[config.mk]
export PLATFORM = sky130hd
export DESIGN_NAME = wimpfi_host_frame_parser
export DESIGN_NICKNAME = d
export VERILOG_FILES = /design/src/rtl/wimpfi_pkg.sv /design/src/rtl/wimpfi_uart_rx.sv /design/src/rtl/wimpfi_host_frame_parser.sv
export SDC_FILE = /design/constraint.sdc
export NUM_CORES = 1
export LEC_CHECK = 0
export ABC_AREA = 1
export ABC_CLOCK_PERIOD_IN_PS = 3200
export BUFFER_PORTS_ARGS = -buffer_cell sky130_fd_sc_hd__buf_2
export CAP_MARGIN = 25
export CORE_MARGIN = 2
export CORE_UTILIZATION = 34
export CTS_BUF_LIST = sky130_fd_sc_hd__clkbuf_8
export DETAILED_ROUTE_END_ITERATION = 10
export GPL_TIMING_DRIVEN = 0
export PLACE_DENSITY = 0.58
export SYNTH_ARGS = -nofsm -noshare
export SYNTH_HDL_FRONTEND = slang
export SYNTH_SLANG_ARGS = --single-unit
[constraint.sdc]
create_clock -name clk -period 3.2 [get_ports clk]
set_input_delay 0.16 -clock clk [delete_from_list [all_inputs] [get_ports clk]]
set_output_delay 0.16 -clock clk [all_outputs]
set_load 0.02 [all_outputs]
[src/rtl/wimpfi_pkg.sv]
// Shared types and constants for the WimpFi host-side frame parser.
package wimpfi_pkg;

    localparam int HDR_FIELD_W     = 8;
    localparam int FRAME_HDR_BYTES = 4;

    typedef enum logic [1:0] {
        U_IDLE  = 2'd0,
        U_START = 2'd1,
        U_DATA  = 2'd2,
        U_STOP  = 2'd3
    } uart_state_e;

    typedef enum logic [2:0] {
        P_DST  = 3'd0,
        P_SRC  = 3'd1,
        P_TYPE = 3'd2,
        P_LEN  = 3'd3,
        P_PAY  = 3'd4,
        P_DROP = 3'd5
    } parser_state_e;

    function automatic logic [7:0] sat_inc8(input logic [7:0] v);
        sat_inc8 = (v == 8'hFF) ? v : v + 8'd1;
    endfunction

endpackage

[src/rtl/wimpfi_uart_rx.sv]
// 8N1 UART receiver: two-flop synchronizer, mid-bit sampling, registered byte strobe / framing error.
module wimpfi_uart_rx
    import wimpfi_pkg::*;
#(
    parameter int BIT_CYC = 16
) (
    input  logic       clk,
    input  logic       rst_n,
    input  logic       rxd,
    output logic [7:0] rx_byte,
    output logic       rx_strobe,
    output logic       rx_framing_err
);

    localparam int HALF = BIT_CYC / 2;
    localparam int CW   = $clog2(BIT_CYC + 1);

    logic        meta_r, sync_r, prev_r;
    uart_state_e state_r;
    logic [CW-1:0] cnt_r;
    logic [2:0]  bit_idx_r;
    logic [7:0]  shift_r;
    logic [7:0]  byte_r;
    logic        strobe_r, ferr_r;

    // input synchronizer plus one-cycle history for falling-edge detect
    always_ff @(posedge clk or negedge rst_n) begin
        if (!rst_n) begin
            meta_r <= 1'b1;
            sync_r <= 1'b1;
            prev_r <= 1'b1;
        end else begin
            meta_r <= rxd;
            sync_r <= meta_r;
            prev_r <= sync_r;
        end
    end

    // bit sampler state machine
    always_ff @(posedge clk or negedge rst_n) begin
        if (!rst_n) begin
            state_r   <= U_IDLE;
            cnt_r     <= {CW{1'b0}};
            bit_idx_r <= 3'd0;
            shift_r   <= 8'd0;
            byte_r    <= 8'd0;
            strobe_r  <= 1'b0;
            ferr_r    <= 1'b0;
        end else begin
            strobe_r <= 1'b0;
            ferr_r   <= 1'b0;
            case (state_r)
                U_IDLE: begin
                    cnt_r <= {CW{1'b0}};
                    if (prev_r && !sync_r) begin
                        state_r <= U_START;
                    end else begin
                        state_r <= U_IDLE;
                    end
                end
                U_START: begin
                    if (cnt_r == CW'(HALF - 1)) begin
                        cnt_r     <= {CW{1'b0}};
                        bit_idx_r <= 3'd0;
                        // a start bit that is high again at mid-bit was a glitch
                        state_r   <= sync_r ? U_IDLE : U_DATA;
                    end else begin
                        cnt_r <= cnt_r + CW'(1);
                    end
                end
                U_DATA: begin
                    if (cnt_r == CW'(BIT_CYC - 1)) begin
                        cnt_r   <= {CW{1'b0}};
                        shift_r <= {sync_r, shift_r[7:1]};
                        if (bit_idx_r == 3'd7) begin
                            state_r <= U_STOP;
                        end else begin
                            bit_idx_r <= bit_idx_r + 3'd1;
                        end
                    end else begin
                        cnt_r <= cnt_r + CW'(1);
                    end
                end
                U_STOP: begin
                    if (cnt_r == CW'(BIT_CYC - 1)) begin
                        cnt_r   <= {CW{1'b0}};
                        state_r <= U_IDLE;
                        if (sync_r) begin
                            strobe_r <= 1'b1;
                            byte_r   <= shift_r;
                        end else begin
                            ferr_r <= 1'b1;
                        end
                    end else begin
                        cnt_r <= cnt_r + CW'(1);
                    end
                end
                default: begin
                    state_r <= U_IDLE;
                    cnt_r   <= {CW{1'b0}};
                end
            endcase
        end
    end

    assign rx_byte        = byte_r;
    assign rx_strobe      = strobe_r;
    assign rx_framing_err = ferr_r;

endmodule

[src/rtl/wimpfi_host_frame_parser.sv]
// WimpFi host deframer: UART RX, header/payload parser, payload FIFO with valid/ready.
// Optional inter-byte timeout enabled by defining WIMPFI_HOST_PARSER_TIMEOUT_EN.
module wimpfi_host_frame_parser
    import wimpfi_pkg::*;
#(
    parameter int CLK_FREQ      = 100_000_000,
    parameter int BAUD_RATE     = 9600,
    parameter int FIFO_DEPTH    = 16,
    parameter int TIMEOUT_BYTES = 4
) (
    input  logic                   clk,
    input  logic                   rst,
    input  logic                   uart_rxd,
    output logic                   hdr_valid,
    output logic [HDR_FIELD_W-1:0] hdr_dst,
    output logic [HDR_FIELD_W-1:0] hdr_src,
    output logic [HDR_FIELD_W-1:0] hdr_type,
    output logic [HDR_FIELD_W-1:0] hdr_len,
    output logic [7:0]             out_data,
    output logic                   out_valid,
    input  logic                   out_ready,
    output logic                   frame_done,
    output logic                   frame_err,
    output logic [7:0]             frame_cnt,
    output logic [7:0]             err_cnt
);

    localparam int BIT_CYC = CLK_FREQ / BAUD_RATE;
    localparam int PTR_W   = $clog2(FIFO_DEPTH);
    localparam int CNT_W   = PTR_W + 1;

    logic [7:0] rx_byte_s;
    logic       rx_strobe_s, rx_ferr_s;

    wimpfi_uart_rx #(.BIT_CYC(BIT_CYC)) u_uart_rx (
        .clk            (clk),
        .rst_n          (rst),
        .rxd            (uart_rxd),
        .rx_byte        (rx_byte_s),
        .rx_strobe      (rx_strobe_s),
        .rx_framing_err (rx_ferr_s)
    );

    parser_state_e          state_r;
    logic [HDR_FIELD_W-1:0] dst_buf_r, src_buf_r, type_buf_r;
    logic [HDR_FIELD_W-1:0] hdr_dst_r, hdr_src_r, hdr_type_r, hdr_len_r;
    logic [7:0]             remaining_r;
    logic                   hdr_valid_r, frame_done_r, frame_err_r, done_pend_r;
    logic [7:0]             frame_cnt_r, err_cnt_r;
    logic                   wr_req_r;
    logic [7:0]             wr_byte_r;

    logic [7:0]       mem_r [FIFO_DEPTH];
    logic [PTR_W-1:0] wr_ptr_r, rd_ptr_r;
    logic [CNT_W-1:0] count_r, count_nxt_s;
    logic             out_valid_r;
    logic             rd_fire_s, wr_fire_s, space_s, drop_s, timeout_s;

    // FIFO handshakes; space is judged at the strobe so the frame verdict can be issued with it
    always_comb begin
        rd_fire_s   = out_valid_r && out_ready;
        space_s     = (count_r != CNT_W'(FIFO_DEPTH)) || rd_fire_s;
        wr_fire_s   = wr_req_r && ((count_r != CNT_W'(FIFO_DEPTH)) || rd_fire_s);
        drop_s      = (state_r == P_DROP) || !space_s;
        count_nxt_s = count_r + {{(CNT_W-1){1'b0}}, wr_fire_s}
                              - {{(CNT_W-1){1'b0}}, rd_fire_s};
    end

`ifdef WIMPFI_HOST_PARSER_TIMEOUT_EN
    localparam int TO_LIMIT = TIMEOUT_BYTES * 10 * BIT_CYC;
    localparam int TO_W     = $clog2(TO_LIMIT + 1);

    logic [TO_W-1:0] to_cnt_r;

    // inter-byte idle counter, only armed while a frame is in progress
    always_ff @(posedge clk or negedge rst) begin
        if (!rst) begin
            to_cnt_r <= {TO_W{1'b0}};
        end else if (rx_strobe_s || (state_r == P_DST) || timeout_s) begin
            to_cnt_r <= {TO_W{1'b0}};
        end else begin
            to_cnt_r <= to_cnt_r + TO_W'(1);
        end
    end

    assign timeout_s = (state_r != P_DST) && (to_cnt_r == TO_W'(TO_LIMIT - 1));
`else
    assign timeout_s = 1'b0;
`endif

    // frame parser, pulses and saturating counters
    always_ff @(posedge clk or negedge rst) begin
        if (!rst) begin
            state_r      <= P_DST;
            dst_buf_r    <= 8'd0;
            src_buf_r    <= 8'd0;
            type_buf_r   <= 8'd0;
            hdr_dst_r    <= 8'd0;
            hdr_src_r    <= 8'd0;
            hdr_type_r   <= 8'd0;
            hdr_len_r    <= 8'd0;
            remaining_r  <= 8'd0;
            hdr_valid_r  <= 1'b0;
            frame_done_r <= 1'b0;
            frame_err_r  <= 1'b0;
            done_pend_r  <= 1'b0;
            frame_cnt_r  <= 8'd0;
            err_cnt_r    <= 8'd0;
            wr_req_r     <= 1'b0;
            wr_byte_r    <= 8'd0;
        end else begin
            hdr_valid_r  <= 1'b0;
            frame_done_r <= 1'b0;
            frame_err_r  <= 1'b0;
            done_pend_r  <= 1'b0;
            wr_req_r     <= 1'b0;
            // zero-length frames report done one cycle after their header
            if (done_pend_r) begin
                frame_done_r <= 1'b1;
                frame_cnt_r  <= sat_inc8(frame_cnt_r);
            end else begin
                frame_done_r <= 1'b0;
            end
            if (rx_ferr_s || timeout_s) begin
                frame_err_r <= 1'b1;
                err_cnt_r   <= sat_inc8(err_cnt_r);
                state_r     <= P_DST;
            end else if (rx_strobe_s) begin
                case (state_r)
                    P_DST: begin
                        dst_buf_r <= rx_byte_s;
                        state_r   <= P_SRC;
                    end
                    P_SRC: begin
                        src_buf_r <= rx_byte_s;
                        state_r   <= P_TYPE;
                    end
                    P_TYPE: begin
                        type_buf_r <= rx_byte_s;
                        state_r    <= P_LEN;
                    end
                    P_LEN: begin
                        hdr_dst_r   <= dst_buf_r;
                        hdr_src_r   <= src_buf_r;
                        hdr_type_r  <= type_buf_r;
                        hdr_len_r   <= rx_byte_s;
                        hdr_valid_r <= 1'b1;
                        remaining_r <= rx_byte_s;
                        if (rx_byte_s == 8'd0) begin
                            done_pend_r <= 1'b1;
                            state_r     <= P_DST;
                        end else begin
                            state_r <= P_PAY;
                        end
                    end
                    P_PAY, P_DROP: begin
                        if (!drop_s) begin
                            wr_req_r  <= 1'b1;
                            wr_byte_r <= rx_byte_s;
                        end else begin
                            wr_req_r <= 1'b0;
                        end
                        if (remaining_r == 8'd1) begin
                            state_r <= P_DST;
                            if (drop_s) begin
                                frame_err_r <= 1'b1;
                                err_cnt_r   <= sat_inc8(err_cnt_r);
                            end else begin
                                frame_done_r <= 1'b1;
                                frame_cnt_r  <= sat_inc8(frame_cnt_r);
                            end
                        end else begin
                            remaining_r <= remaining_r - 8'd1;
                            state_r     <= drop_s ? P_DROP : P_PAY;
                        end
                    end
                    default: begin
                        state_r <= P_DST;
                    end
                endcase
            end else begin
                state_r <= state_r;
            end
        end
    end

    // FIFO pointers and occupancy
    always_ff @(posedge clk or negedge rst) begin
        if (!rst) begin
            wr_ptr_r    <= {PTR_W{1'b0}};
            rd_ptr_r    <= {PTR_W{1'b0}};
            count_r     <= {CNT_W{1'b0}};
            out_valid_r <= 1'b0;
        end else begin
            if (wr_fire_s) begin
                wr_ptr_r <= wr_ptr_r + PTR_W'(1);
            end else begin
                wr_ptr_r <= wr_ptr_r;
            end
            if (rd_fire_s) begin
                rd_ptr_r <= rd_ptr_r + PTR_W'(1);
            end else begin
                rd_ptr_r <= rd_ptr_r;
            end
            count_r     <= count_nxt_s;
            out_valid_r <= (count_nxt_s != {CNT_W{1'b0}});
        end
    end

    // FIFO storage
    always_ff @(posedge clk) begin
        if (wr_fire_s) begin
            mem_r[wr_ptr_r] <= wr_byte_r;
        end
    end

    assign out_data   = out_valid_r ? mem_r[rd_ptr_r] : 8'd0;
    assign out_valid  = out_valid_r;
    assign hdr_valid  = hdr_valid_r;
    assign hdr_dst    = hdr_dst_r;
    assign hdr_src    = hdr_src_r;
    assign hdr_type   = hdr_type_r;
    assign hdr_len    = hdr_len_r;
    assign frame_done = frame_done_r;
    assign frame_err  = frame_err_r;
    assign frame_cnt  = frame_cnt_r;
    assign err_cnt    = err_cnt_r;

endmodule

==> impl_metrics.yaml <==
outcome:
  status: "finished, final reports clean"
clock_tree:
  clockBufferDepth: 3
  cts.sinks: 278
  cts_buffers: 47
  cts_tree: "built"
  cts_repair_resize_count: 0
  root_buffer: "clkbuf_8"
  h-tree-depth: 2
  path_clk_slew_ps: 60
  clock_latency_ps: 610
critical_path:
  endpoint_kind: "primary output"
  worstSetupPathType: "flop to primary output"
  rrSetupSlack_ps: 460
  slowest_stage: "buf_1"
  r2r_cells: 15
  crit_path_max_fanout: 10
  reg2reg_to: "out_valid"
  cp.arrival_ps: 2740
  crit_family: "buffers and inverters"
  crit_chain: "buf_2 -> buf_1 -> o21ai_0 -> o211ai_1 -> nand3_1 -> a21oi_1 -> buf_2"
  timing.rr.start: "count_r[2]"
  cp_slowest_stage_delay_ps: 460
  cp.required_ps: 3040
  startpoint_type: "flop"
  cpMostUsedCell: "buf_2"
  crit_buf_inv: 3
final_layout:
  layout-drive-gt1-share: 0.144
  nNetsFinal: 1300
  fillers: 3429
  fin_area_um2: 13800
  final_util: 0.401
  antenna_cells: 0
  areaGrowthSynthToFinish_pct: 16.3
logic_synthesis:
  synthCells: 1162
  postSynthAreaPerCell_um2: 10.2
  synth_seq_cells: 278
  synth_edf_count: 128
  ys_warn_count: 0
  async_flop_share: 0.540
  synthesis.nets: 1184
  synth_top_flop_cell: "dfrtp_1"
  ys_seq_area_frac: 0.640
  synthDistinctLibCells: 43
  syn_area_um2: 11900
die:
  die_y_um: 191
  die_x_um: 191
  coreArea_um2: 34500
  start_util: 0.345
  dieArea_um2: 36400
  rows: 68
  ios: 64
power:
  p_leak_nw: 6.37
  powerDensity_nw_per_um2: 699
  ir_drop_v: 0.000679
  finalPower_mw: 9.66
placement:
  place.gp.congestion: 0.828
  port_buffers: 63
  dpl-instance-area_um2: 12800
  dp.final_hpwl_mm: 18.8
routing:
  first_pass_iters: 7
  totalWireLength_mm: 28.3
  vias: 8525
  detail-route-antenna-nets: 0
  drc: 0
  drt_iter0_drc: 593
  vias_per_cell: 4.81
  wl_per_cell_um: 16.0
sta:
  holdWs_ps: 131
  worst_pin_slew_ps: 905
  rsz0062_at_grt: "false"
  tns_ps: 0
  relSlewSlack: 0.395
  final.min_clock_period_ps: 2900
  finalMaxSlewViolations: 0
  finClkSkew_ps: 44.3
  hold_viol: 0
  setup_violations: 0
  fin_crit_sh: 0.906
  max_freq_mhz: 345
run:
  drv_cap: 0
global_routing:
  grt_overflow: 0
  grt_max_degree: 89
  grt_pass1_wl_mm: 45.7
  antenna_found_initial: 0
  grt_use_total: 0.160
  grt_pass1_vias: 8618
min_path:
  min_path_type: "input pin to asynchronous set/reset pin"
==> timing repair <==
item,CTS,global route
hold buffers,3,0
setup endpoints to repair,0,0
endpoints found under the hold margin,66,0
setup buffers,0,0
==> routing by layer <==
metal  part of all wire  GRT usage  vias to the layer above
met2               0.48      0.269                      228
met1               0.44      0.207                     4112
met3              0.055     0.0307                       54
met5                  0          0                        -
met4              0.024     0.0504                        0
li1                   -          -                     4131
==> cells in the final DEF, fill, tap and decap left out, types with 20 or more instances in the layout <==
master	instances
o21ai_0	115
buf_2	74
o21ai_1	20
nand3_1	53
edfxtp_1	128
o211ai_1	27
nor2_1	166
a21oi_1	21
clkbuf_8	62
nand2_1	250
inv_1	100
dfrtp_1	147
==> logic make-up after synthesis <==
family                   after synthesis  synth area share
AND/OR/NAND/NOR                      514             0.183
adder cells (fa/ha/maj)               18            0.0196
buffers and inverters                128            0.0443
XOR/XNOR                              27            0.0199
flip-flops                           278             0.640
AO/OA/AOI/OAI                        197            0.0930
==> sequential cells by signal, indices dropped and copies added (netlist names), 4 cells and up, named ones only <==
signal,flops
mem_r,128
u_uart_rx.cnt_r,14
dst_buf_r,8
err_cnt,8
frame_cnt,8
hdr_dst,8
hdr_len,8
hdr_src,8
hdr_type,8
remaining_r,8
src_buf_r,8
type_buf_r,8
u_uart_rx.rx_byte,8
u_uart_rx.shift_r,8
wr_byte_r,8
count_r,5
rd_ptr_r,4
wr_ptr_r,4
==> worst max path at each step <==
stage	from	to	cells past startpoint
floorplan	out_valid	out_valid	12
global placement	rst	hdr_valid	1
detailed placement	count_r[2]	out_valid	15
CTS	rd_ptr_r[1]	out_data[3]	7
global route	rd_ptr_r[1]	out_data[3]	7
finish	rd_ptr_r[1]	out_data[7]	7
==> cells in the mapped netlist, types with 2 or more instances <==
cell type    n  share of area
o21ai_0    115          0.048
nand3b_1     2         0.0013
buf_4        6         0.0038
nor3_1       8         0.0034
nor2_4       2         0.0019
xor2_1      18          0.013
nand2_2      7         0.0037
nand3_1     53          0.022
edfxtp_1   128           0.32
nand4_1     10         0.0053
buf_2       12         0.0051
nand2_1    250          0.079
inv_2        6         0.0019
o22ai_1      2         0.0011
buf_1        3        0.00095
nand4_2      2         0.0021
nand3_2      5         0.0042
a21oi_1     21         0.0089
dfrtp_1    147           0.31
dfstp_2      3         0.0066
a31oi_1      2         0.0011
ha_1        17          0.018
inv_1       80          0.025
clkbuf_1    19         0.0060
xnor2_1      9         0.0066
o211ai_1    27          0.017
o21ai_2      8         0.0059
o21ai_1     20         0.0084
nor2_1     166          0.052
==> power breakdown <==
| part | internal (mW) | total, mW | switching (mW) |
|---|---|---|---|
| registers | 3.83 | 3.92 | 0.0936 |
| logic | 0.808 | 2.52 | 1.71 |
| clock network | 1.75 | 3.22 | 1.47 |
| total | 6.39 | 9.66 | 3.27 |
==> through the flow <==
stage	setup slack [ps]	cells
floorplan	965	1162
global placement	-367	1680
detailed placement	485	1681
CTS	231	1771
global route	36.5	1771
finish	301	1771
==> cell type report <==
class | count | area, um2 | share of cell area
plain buffers | 41 | 199 | 0.0144
clock buffers | 62 | 853 | 0.0618
clock inverters | 25 | 136 | 0.00987
inverters | 87 | 327 | 0.0236
multi-input cells | 756 | 3750 | 0.271
flip-flops and latches | 278 | 7600 | 0.550
well taps | 455 | 569 | 0.0412
repair buffers | 67 | 379 | 0.0274
Power figures use the tool's default switching activity.
